<file path="src/rtl/id_ex_issue_stage.sv">
// Decode-to-execute pipeline register: latches D-stage operands/controls, decodes the ALU op,
// and drives ALU operands through the forwarding muxes. Optional forwarding via ID_EX_FORWARD_EN.
module id_ex_issue_stage #(
    parameter int unsigned XLEN = 32,
    parameter int unsigned REGW = 5
) (
    input  logic            clk,
    input  logic            reset,
    input  logic            StallE,
    input  logic            FlushE,
    input  logic            ValidD,
    input  logic [31:0]     InstrD,
    input  logic [XLEN-1:0] RD1D,
    input  logic [XLEN-1:0] RD2D,
    input  logic [XLEN-1:0] ImmExtD,
    input  logic [REGW-1:0] Rs1D,
    input  logic [REGW-1:0] Rs2D,
    input  logic [REGW-1:0] RdD,
    input  logic [1:0]      ForwardAE,
    input  logic [1:0]      ForwardBE,
    input  logic [XLEN-1:0] ResultW,
    input  logic [XLEN-1:0] ALUResultM,
    output logic [XLEN-1:0] SrcAE,
    output logic [XLEN-1:0] SrcBE,
    output logic [2:0]      ALUControlE,
    output logic [XLEN-1:0] WriteDataE,
    output logic [REGW-1:0] Rs1E,
    output logic [REGW-1:0] Rs2E,
    output logic [REGW-1:0] RdE,
    output logic            ValidE,
    output logic            RegWriteE,
    output logic            MemWriteE,
    output logic            ResultSrcE,
    output logic            BranchE
);

    localparam int unsigned OPW  = 7;
    localparam int unsigned ALUW = 3;

    localparam logic [OPW-1:0] OP_RTYPE  = 7'b0110011;
    localparam logic [OPW-1:0] OP_IALU   = 7'b0010011;
    localparam logic [OPW-1:0] OP_LOAD   = 7'b0000011;
    localparam logic [OPW-1:0] OP_STORE  = 7'b0100011;
    localparam logic [OPW-1:0] OP_BRANCH = 7'b1100011;

    typedef enum logic [ALUW-1:0] {
        ALU_ADD  = 3'b000,
        ALU_SUB  = 3'b001,
        ALU_AND  = 3'b010,
        ALU_OR   = 3'b011,
        ALU_XOR  = 3'b100,
        ALU_SLT  = 3'b101,
        ALU_SHL1 = 3'b110,
        ALU_SRA1 = 3'b111
    } aluOp_t;

    typedef struct packed {
        logic            valid;
        logic            regWrite;
        logic            memWrite;
        logic            resultSrc;
        logic            branch;
        logic            aluSrc;
        logic [ALUW-1:0] aluControl;
        logic [XLEN-1:0] rd1;
        logic [XLEN-1:0] rd2;
        logic [XLEN-1:0] imm;
        logic [REGW-1:0] rs1;
        logic [REGW-1:0] rs2;
        logic [REGW-1:0] rd;
    } eStage_t;

    logic [OPW-1:0] opcode;
    logic [2:0]     funct3;
    logic           funct7b5;
    aluOp_t         aluFunct;
    eStage_t        decD;
    eStage_t        eReg;

    assign opcode   = InstrD[6:0];
    assign funct3   = InstrD[14:12];
    assign funct7b5 = InstrD[30];

    // Only opcode, funct3 and funct7b5 matter here; the rest of the word is consumed upstream.
    logic unusedInstrBits;
    assign unusedInstrBits = ^{InstrD[31], InstrD[29:15], InstrD[11:7]};

    // funct3 -> ALU op for R-type and I-ALU; sub only for R-type with funct7b5.
    always_comb begin
        aluFunct = ALU_ADD;
        case (funct3)
            3'b000:  aluFunct = (opcode == OP_RTYPE && funct7b5) ? ALU_SUB : ALU_ADD;
            3'b001:  aluFunct = ALU_SHL1;
            3'b010:  aluFunct = ALU_SLT;
            3'b011:  aluFunct = ALU_SLT;
            3'b100:  aluFunct = ALU_XOR;
            3'b101:  aluFunct = ALU_SRA1;
            3'b110:  aluFunct = ALU_OR;
            3'b111:  aluFunct = ALU_AND;
            default: aluFunct = ALU_ADD;
        endcase
    end

    // Decode the D-stage instruction into the payload the E register will capture.
    always_comb begin
        decD            = '0;
        decD.valid      = 1'b1;
        decD.rd1        = RD1D;
        decD.rd2        = RD2D;
        decD.imm        = ImmExtD;
        decD.rs1        = Rs1D;
        decD.rs2        = Rs2D;
        decD.rd         = RdD;
        decD.aluControl = ALU_ADD;
        case (opcode)
            OP_RTYPE: begin
                decD.regWrite   = 1'b1;
                decD.aluControl = aluFunct;
            end
            OP_IALU: begin
                decD.regWrite   = 1'b1;
                decD.aluSrc     = 1'b1;
                decD.aluControl = aluFunct;
            end
            OP_LOAD: begin
                decD.regWrite  = 1'b1;
                decD.resultSrc = 1'b1;
                decD.aluSrc    = 1'b1;
            end
            OP_STORE: begin
                decD.memWrite = 1'b1;
                decD.aluSrc   = 1'b1;
            end
            OP_BRANCH: begin
                decD.branch     = 1'b1;
                decD.aluControl = ALU_SUB;
            end
            default: ;
        endcase
    end

    // Priority: reset, then flush, then stall hold, else load (bubble when D is empty).
    always_ff @(posedge clk) begin
        if (reset || FlushE) begin
            eReg <= '0;
        end else if (!StallE) begin
            eReg <= ValidD ? decD : '0;
        end
    end

    logic [XLEN-1:0] fwdA;
    logic [XLEN-1:0] fwdB;

`ifdef ID_EX_FORWARD_EN
    // Code 11 is unused and falls back to the latched register value.
    always_comb begin
        case (ForwardAE)
            2'b01:   fwdA = ResultW;
            2'b10:   fwdA = ALUResultM;
            default: fwdA = eReg.rd1;
        endcase
        case (ForwardBE)
            2'b01:   fwdB = ResultW;
            2'b10:   fwdB = ALUResultM;
            default: fwdB = eReg.rd2;
        endcase
    end
`else
    // Without forwarding the hazard unit must stall; bypass inputs are ignored.
    logic unusedFwd;
    assign unusedFwd = ^{ForwardAE, ForwardBE, ResultW, ALUResultM};
    assign fwdA      = eReg.rd1;
    assign fwdB      = eReg.rd2;
`endif

    assign SrcAE       = fwdA;
    assign SrcBE       = eReg.aluSrc ? eReg.imm : fwdB;
    assign WriteDataE  = fwdB;
    assign ALUControlE = eReg.aluControl;
    assign Rs1E        = eReg.rs1;
    assign Rs2E        = eReg.rs2;
    assign RdE         = eReg.rd;
    assign ValidE      = eReg.valid;
    assign RegWriteE   = eReg.regWrite;
    assign MemWriteE   = eReg.memWrite;
    assign ResultSrcE  = eReg.resultSrc;
    assign BranchE     = eReg.branch;

endmodule

</file>
<file path="config.mk">
export PLATFORM = sky130hd
export DESIGN_NAME = id_ex_issue_stage
export DESIGN_NICKNAME = d
export VERILOG_FILES = /design/src/rtl/id_ex_issue_stage.sv
export SDC_FILE = /design/constraint.sdc
export NUM_CORES = 1
export LEC_CHECK = 0
export CORE_AREA = 8 8 141 169
export DETAILED_ROUTE_END_ITERATION = 8
export DIE_AREA = 0 0 149 177
export GPL_TIMING_DRIVEN = 1
export PLACE_DENSITY = 0.64
export SLEW_MARGIN = 20
export SYNTH_ARGS = -nofsm -noshare
export SYNTH_HDL_FRONTEND = slang
export SYNTH_SLANG_ARGS = --single-unit
</file>
<file path="constraint.sdc">
create_clock -name clk -period 1.2 [get_ports clk]
set_clock_uncertainty 0.05 [all_clocks]
set_input_delay 0.18 -clock clk [delete_from_list [all_inputs] [get_ports clk]]
set_output_delay 0.18 -clock clk [all_outputs]
set_load 0.1 [all_outputs]
</file>
* Yosys cells after proc, flatten, opt, wreduce, memory -nomap -nowiden
Index checks and enable logic that the tools add are counted.
** Operators by class
- Equality and inequality tests :: 12
- Multiplexer cells :: 10
- Reduce and logical (&&, ||, !) cells :: 7
** Operators by type and width (count)
- two-way mux 120 bit :: 1
- two-way mux 32 bit :: 1
- case mux 3 bit (7 select lines) :: 1
- equality test 7 x 6 -> 1 bit (second input constant) :: 2
- equality test 3 bit (second input constant) :: 4
- equality test 7 x 2 -> 1 bit (second input constant) :: 1
- equality test 7 x 5 -> 1 bit (second input constant) :: 1
- equality test 7 bit (second input constant) :: 1
- equality test 3 x 2 -> 1 bit (second input constant) :: 2
- two-way mux 1 bit :: 6
- case mux 3 bit (2 select lines) :: 1
- OR reduction 3 bit :: 2
- OR reduction 2 bit :: 2
- equality test 3 x 1 -> 1 bit (second input constant) :: 1
- logical NOT 3 bit :: 1
- logical AND 1 bit :: 1
- logical OR 1 bit :: 1
** Storage, ports and cells
- Register bits :: 120
- Bits of input ports :: 216
- Output and inout port bits :: 119

* Depth between registers and ports, before layout
Gate-level depths: netlist of run 1.
- Depth in word-level cells :: 6
- Mapped depth :: 5
- Gate-level depth less buffers :: 4

* Worst setup path before layout of run 1
No wires, ideal clock.
- Path type :: flip-flop to output port
- From :: reg eReg[114] (netlist bit)
- To :: out SrcBE[10]
- Data arrival time :: 1.452 ns
- Path slack :: -0.482 ns
- Stages on the path, launching flop included :: 4
- Buffers on the path :: 2
- Path through :: dfxtp_1 -> clkbuf_1 -> buf_2 -> mux2_1
** On the way
- Word-level cells in the longest chain between the ends :: 1
** Ends and longest elaborated chain
- from (decl) :: RTL line 78 : eStage_t eReg;
- from (signal assigned) :: RTL line 147 : eReg <= ValidD ? decD : '0;
- two-way mux 32 bit :: RTL line 177 : assign SrcBE = eReg.aluSrc ? eReg.imm : fwdB;
- to (decl) :: RTL line 24 : output logic [XLEN-1:0] SrcBE,
Every way passes these cells.

* Final worst setup path of run 1
- From :: reg eReg[114] (netlist bit)
- To :: out SrcBE[23]
Same word-level chain as after synthesis.

==> metrics.yaml, run 1 <==
logic_synthesis:
  postSynthAreaPerCell_um2: 9.70
  synth_ff_type: "dfxtp_1"
  yosys.area.top_type: "dfxtp_1"
  ys_warn_count: 0
  synthArstFlopShare_pct: 0
  synth-edff-count: 0
  syn_inst: 534
  synth_area_mm2: 0.00518
  yosysSeqAreaShare_pct: 46.4
  syn-num-nets: 750
  synth_top_area_share_pct: 46.4
  ys_seq_elements: 120
  yosys-top-cells-area: "dfxtp_1 (46%), a22oi_1 (16%), buf_4 (13%), mux2_1 (6.3%), nor2_1 (6.2%)"
  yosysUniqueCellTypes: 26
global_route:
  antenna_found_initial: 1
  grt_usage_pct: 13.2
  grt_pass1_wl_um: 27100
  grt_max_degree: 75
  grt_remaining_overflow: 0
  grt_pass1_vias: 4662
finish:
  nNetsFinal: 938
  finalInstanceArea_mm2: 0.00979
  layout-drive-gt1-share_pct: 48.7
  area_growth_syn_to_layout_pct: 89.1
place:
  numPortBuffers: 245
  place_hpwl_um: 12800
  place_congestion: 0.695
  dp_slack_ns: -0.433
  placed_cell_area_mm2: 0.00880
setup_path:
  cpMaxStageDelayCell: "dfxtp_4"
  reg2reg_setup_slack_ns: 0.24
  cp_common_cell: "buf_12"
  slowest_delay_ns: 0.38
  crit_path_end_kind: "output port"
  crit_required_ns: 0.97
  arrival_ns: 1.49
  reg2reg_from: "eReg[114]"
  r2r_end: "eReg[114]"
  crit_path_max_fanout: 16
  critical_path.startpoint_type: "register"
  critPathLaunch: "eReg[114]"
  path_buf_inv: 2
  worst_r2r_path_depth: 2
  worstPathCellList: "buf_12 -> mux2_4 -> buf_12"
  critical_path_class: "register to output port"
  cp_top_family: "flip-flops"
power_and_ir_drop:
  pwr-share-clk_pct: 46.2
  power_density_mw_per_mm2: 1140
  switching_share_pct: 26.5
  leakage_nw: 3.70
  switching_power_w: 0.00296
  p_total_w: 0.0112
  seqPwrFrac_pct: 36.7
  power_frac_comb_pct: 17.1
  power.internal_w: 0.00821
  ir_worst_vdd_mv: 0.853
route:
  drc_errors: 0
  vias: 4474
  wirelength_um: 17900
  drtIter0Drc: 137
  first_pass_iters: 4
  ant_nets: 0
  drt-wirelength-per-cell_um: 17.8
  avgViaCountPerCell: 4.43
outcome:
  outcome: "finished with violations"
  violations: "negative setup slack"
sta:
  relSlewSlack_pct: 65.4
  rsz0062_at_grt: "yes"
  min_period_ns: 1.72
  setup_ws_ns: -0.521
  timing.hold.ws_ns: 0.211
  hold_viol_final: 0
  worstMarginPinSlew_ns: 0.519
  slew_viol_final: 0
  period_share_pct: 143
  setup_viol_count_final: 45
  fmax_mhz: 581
  tns_ns: -16.56
floorplanning:
  die_w_um: 149
  rows: 59
  initial_utilization_pct: 24.4
  core_mm2: 0.0213
  dieHeight_um: 177
  num_io_pins: 335
  die_area_mm2: 0.0264
clock_network:
  root_buffer: "clkbuf_16"
  cts.clk_slew.worst_paths_ns: 0.06
  cts_tree: "done"
  htree_levels: 4
  cts.sinks: 120
  clock_path_buffers: 2
  cts_buffers: 17
  cts_hold_buffers: 0
  clk_latency_ns: 0.40
run:
  max-cap-violations: 0
min_path:
  hold_end: "ValidE"
  worstHoldStart: "StallE"
  min-delay-path-class: "input port to register"
  holdPathStages: 4
## Yosys cell counts (all sizes together), types with 2 or more instances
master	n
nand2	4
nor2b	2
a22oi	111
nor2	116
a21oi	4
nand3	5
mux2	33
buf	114
nor3	3
clkbuf	10
a32oi	4
dfxtp	120
## final cells by class
type / instances / area [um2]
clock buffer: 21 / 480
fill: 1947 / 11500
clock inverter: 11 / 121
multi-input combinational: 290 / 2070
tap: 274 / 343
antenna: 1 / 2.50
sequential: 120 / 2560
timing repair buffer: 293 / 4210
## placed cells by master, fill, tap and decap left out, types with 13 or more instances in the layout
cell             instances
a22oi_1                111
buf_12                 127
dfxtp_2                 67
clkbuf_16               17
nor2_1                  86
nor2_2                  30
clkdlybuf4s50_1        120
buf_4                   26
mux2_4                  31
dfxtp_4                 21
buf_6                   13
dfxtp_1                 32
## timing repair
action | in CTS | in global routing
gates resized for setup | 103 | 28
pin swaps | 0 | 4
setup endpoints to repair | 115 | 95
buffers inserted | 5 | 10
gates cloned | 2 | 0
## stage by stage
step	cells	util, %
2_1_floorplan	534	-
4_1_cts	1005	45.6
5_1_grt	1010	46.1
3_5_place_dp	966	41.4
6_report	1010	46.1
3_3_place_gp	966	41.4
## metal layers
metal,share of wire [%],track usage [%],wire [um]
met5,0,0,0
met4,1.6,5.06,281
met3,8.0,5.19,1440
met2,50,21.9,8960
met1,40,15.0,7250
## sequential cells by signal (all words and copies together) (netlist names)
| signal | flops |
|---|---|
| ALUControlE | 3 |
| BranchE | 1 |
| MemWriteE | 1 |
| RdE | 5 |
| RegWriteE | 1 |
| ResultSrcE | 1 |
| Rs1E | 5 |
| Rs2E | 5 |
| SrcAE | 32 |
| ValidE | 1 |
| WriteDataE | 32 |
| eReg | 33 |
## power by group through the flow
stage / Sequential [W] / Combinational, W / Clock [W]
global placement: 0.00421 / 0.00184 / 0
global route: 0.00411 / 0.00201 / 0.00548
finish: 0.00410 / 0.00191 / 0.00516
CTS: 0.00413 / 0.00192 / 0.00531
floorplan: 0.00419 / 0.00102 / 0
detailed placement: 0.00422 / 0.00186 / 0
## worst max-delay path by stage
stage,endpoint,slack [ns],cells past startpoint
2_1_floorplan,SrcBE[10],-0.07,3
3_3_place_gp,WriteDataE[21],-0.39,5
3_5_place_dp,WriteDataE[17],-0.43,5
4_1_cts,SrcBE[23],-0.55,3
5_1_grt,SrcBE[31],-0.57,3
6_report,SrcBE[23],-0.52,3
## worst register-to-register path: cells and delay by family (launching register included)
family          cells  cell delay, ns
compound gates      1            0.26
buf+inv             1            0.17
flops               1            0.37
## cells by family (layout without fill, tap and decap cells)
logic type | Yosys count | in the layout | synth area share, %
other cells | 0 | 1 | 0
buf+inv | 124 | 325 | 16.4
simple gates | 133 | 133 | 12.0
xor+xnor | 1 | 1 | 0.169
mux | 33 | 33 | 7.18
flops | 120 | 120 | 46.4
compound gates | 123 | 123 | 17.8
No activity file was read; power rests on OpenSTA's default activity.
==> run 2: changes to the inputs <==
--- a/config.mk
+++ b/config.mk
@@ -5,9 +5,9 @@
 export SDC_FILE = /design/constraint.sdc
 export NUM_CORES = 1
 export LEC_CHECK = 0
-export CORE_AREA = 8 8 141 169
+export CORE_AREA = 4 4 137 165
 export DETAILED_ROUTE_END_ITERATION = 8
-export DIE_AREA = 0 0 149 177
+export DIE_AREA = 0 0 141 169
 export GPL_TIMING_DRIVEN = 1
 export PLACE_DENSITY = 0.64
 export SLEW_MARGIN = 20
==> constraint.sdc (replaced) <==
create_clock -name clk -period 1.2 [get_ports clk]
set_clock_uncertainty 0.05 [all_clocks]
set_input_delay 0.18 -clock clk [delete_from_list [all_inputs] [get_ports clk]]
set_output_delay 0.18 -clock clk [all_outputs]
set_load 0.005 [all_outputs]
==> run 2 against run 1 <==
  * The run still ends with negative setup slack left
  * Routed wire length is 0.44% higher
  * Non-clock buffer count rose by 46
  * Highest routed layer is now met5
  * Critical endpoint is now SrcBE[11]
  * Utilization shrank 3.5 points
==> metrics.yaml, run 2 (synthesis gave the netlist of run 1 again) <==
outcome:
  outcome: "finished with violations"
  violations: "negative setup slack"
setup_path:
  worstPathCellList: "buf_12 -> buf_8 -> buf_16 -> mux2_4 -> buf_6"
  crit_path_max_fanout: 5  # -11
  slowest_delay_ns: 0.37  # about the same
  arrival_ns: 1.59  # +0.10 ns
  reg2reg_from: "WriteDataE[0]"
  cpMaxStageDelayCell: "dfxtp_4"
  reg2reg_setup_slack_ns: 0.16  # -0.08 ns
  path_buf_inv: 4  # +2
  worst_r2r_path_depth: 5  # +3
  cp_top_family: "buffers and inverters"
  critical_path.startpoint_type: "register"
  critical_path_class: "register to output port"
  crit_path_end_kind: "output port"
  crit_required_ns: 0.97  # about the same
  r2r_end: "WriteDataE[0]"
power_and_ir_drop:
  p_total_w: 0.0104  # -7.2%
  power_density_mw_per_mm2: 1170  # +2.2%
  leakage_nw: 3.67  # -0.86%
  ir_worst_vdd_mv: 0.870  # +2.0%
min_path:
  hold_end: "ValidE"
  holdPathStages: 4  # unchanged
  min-delay-path-class: "input port to register"
  worstHoldStart: "ValidD"
finish:
  multi_input_area_mm2: 0.00207  # +0.18%
  final_core_util_pct: 42.5  # -3.5 points
  fillers: 2007  # +3.1%
  layout-drive-gt1-share_pct: 49.7  # +0.97 points
  seq_area_mm2: 0.00250  # -2.7%
  layout_common_cells: "clkdlybuf4s50_1 (122), a22oi_1 (111), buf_6 (90), nor2_1 (86), dfxtp_2 (72)"
  antenna_cells: 0  # -1
  top_register: "eReg"
  area_growth_syn_to_layout_pct: 71.7
  nNetsFinal: 984  # +4.9%
  final_common_cell: "clkdlybuf4s50_1"
  layout.cells.non_filler: 1051  # +4.1%
  largest_reg_flops: 33  # unchanged
floorplanning:
  die_w_um: 141  # -5.4%
  rows: 58  # -1.7%
  dieHeight_um: 169  # -4.5%
  num_io_pins: 335  # unchanged
  core_mm2: 0.0209  # -1.7%
  die_area_mm2: 0.0238  # -9.6%
  initial_utilization_pct: 24.8  # +0.42 points
sta:
  fmax_mhz: 549  # -5.5%
  setup_viol_count_final: 32  # -29%
  tns_ns: -17.39  # -0.828 ns
  min_period_ns: 1.82  # +0.0997 ns
  hold_viol_final: 0  # unchanged
  rsz0062_at_grt: "yes"
  slew_viol_final: 0  # unchanged
  timing.hold.ws_ns: 0.168  # -0.0425 ns
  relSlewSlack_pct: 73.8  # +8.4 points
  setup_ws_ns: -0.621  # -0.0997 ns
  period_share_pct: 152  # +8.3 points
  worstMarginPinSlew_ns: 0.393  # -0.126 ns
route:
  drc_errors: 0  # unchanged
  drtIter0Drc: 208  # +52%
  avgViaCountPerCell: 4.47  # +0.80%
  drt-wirelength-per-cell_um: 17.1  # -3.5%
  vias: 4693  # +4.9%
  ant_nets: 0  # unchanged
  wirelength_um: 18000  # +0.44%
  first_pass_iters: 4  # unchanged
clock_network:
  cts_buffers: 17  # unchanged
  root_buffer: "clkbuf_16"
  clock_path_buffers: 2  # unchanged
  cts_tree: "done"
  cts.clk_slew.worst_paths_ns: 0.06  # about the same
  clk_latency_ns: 0.41  # about the same
  cts.sinks: 120  # unchanged
  htree_levels: 4  # unchanged
global_route:
  grt_remaining_overflow: 0  # unchanged
  grt.busiest_layer: "met2"
  use_met1_pct: 15.5  # +0.52 points
  grt_pass1_wl_um: 25300  # -6.7%
  antenna_found_initial: 1  # unchanged
  use_met2_pct: 23.2  # +1.2 points
  grt_pass1_vias: 4585  # -1.7%
  grt_util_met3_pct: 5.09  # -0.11 points
  grt_usage_pct: 13.6  # +0.36 points
  grt_max_degree: 58  # -23%
place:
  numPortBuffers: 245  # unchanged
  dp.cells: 979  # +1.3%
  place_hpwl_um: 11300  # -12%
  place_congestion: 0.747  # +7.5%
run:
  max-cap-violations: 0  # unchanged
-- run 2: cell types whose count changed in the layout (fill, tap and decap cells not counted), sizes merged --
| cell | previous run | this run |
|---|---|---|
| dlymetal6s2s | 4 | 3 |
| clkbuf | 21 | 34 |
| clkdlybuf4s15 | 0 | 6 |
| dlygate4sd2 | 1 | 0 |
| clkinv | 7 | 8 |
| clkdlybuf4s50 | 120 | 122 |
| clkinvlp | 2 | 3 |
| bufbuf | 2 | 0 |
| buf | 166 | 193 |
| diode | 1 | 0 |
-- run 2: routing by layer --
layer  vias up  wire length, um
met3        29             1260
met2       188             9000
li1       2266                -
met1      2208             7360
met5         -               13
met4         2              364
-- run 2: layout make-up --
type,count,area share [%]
Timing Repair Buffer,339,38.4
Multi-Input combinational cell,290,23.3
Sequential cell,120,28.1
Tap cell,270,3.80
Clock buffer,19,4.98
Clock inverter,13,1.46
-- run 2: worst max-delay path by stage --
stage	slack [ns]	endpoint	cells past startpoint	from
floorplan	0.02	SrcBE[10]	3	eReg[114]
global placement	-0.40	SrcBE[0]	3	eReg[114]
detailed placement	-0.41	SrcBE[29]	3	eReg[114]
CTS	-0.65	SrcBE[2]	5	eReg[114]
global route	-0.67	SrcBE[11]	5	eReg[114]
finish	-0.62	SrcBE[11]	5	eReg[114]
-- run 2: worst register-to-register path: cells and delay by family (launching register included) --
kind                   cells  cell delay (ns)
AND/OR/NAND/NOR            1             0.05
AO/OA/AOI/OAI              1             0.16
buffers and inverters      3             0.35
flip-flops                 1             0.32
-- run 2: what timing repair did --
action	in CTS	in global routing
hold buffers	0	0
hold endpoints to repair	0	0
gates resized for setup	622	63
pin swaps	0	3
buffers inserted	15	27
endpoints found under the setup margin	119	105
cloned	4	6
-- run 2: per-stage QoR --
| step | worst slack [ns] | area (um2) |
|---|---|---|
| after floorplan | 0.0238 | 5190 |
| after global placement | -0.400 | 7630 |
| after detailed placement | -0.408 | 7630 |
| after CTS | -0.652 | 8800 |
| after global routing | -0.668 | 8890 |
| final | -0.621 | 8890 |
-- run 2: power breakdown --
group	total, W	switching [W]	internal (W)	leakage [nW]
clock	0.00499	0.00190	0.00309	0.278
combinational	0.00126	0.000481	0.000781	2.39
sequential	0.00411	0.0000448	0.00407	1.01
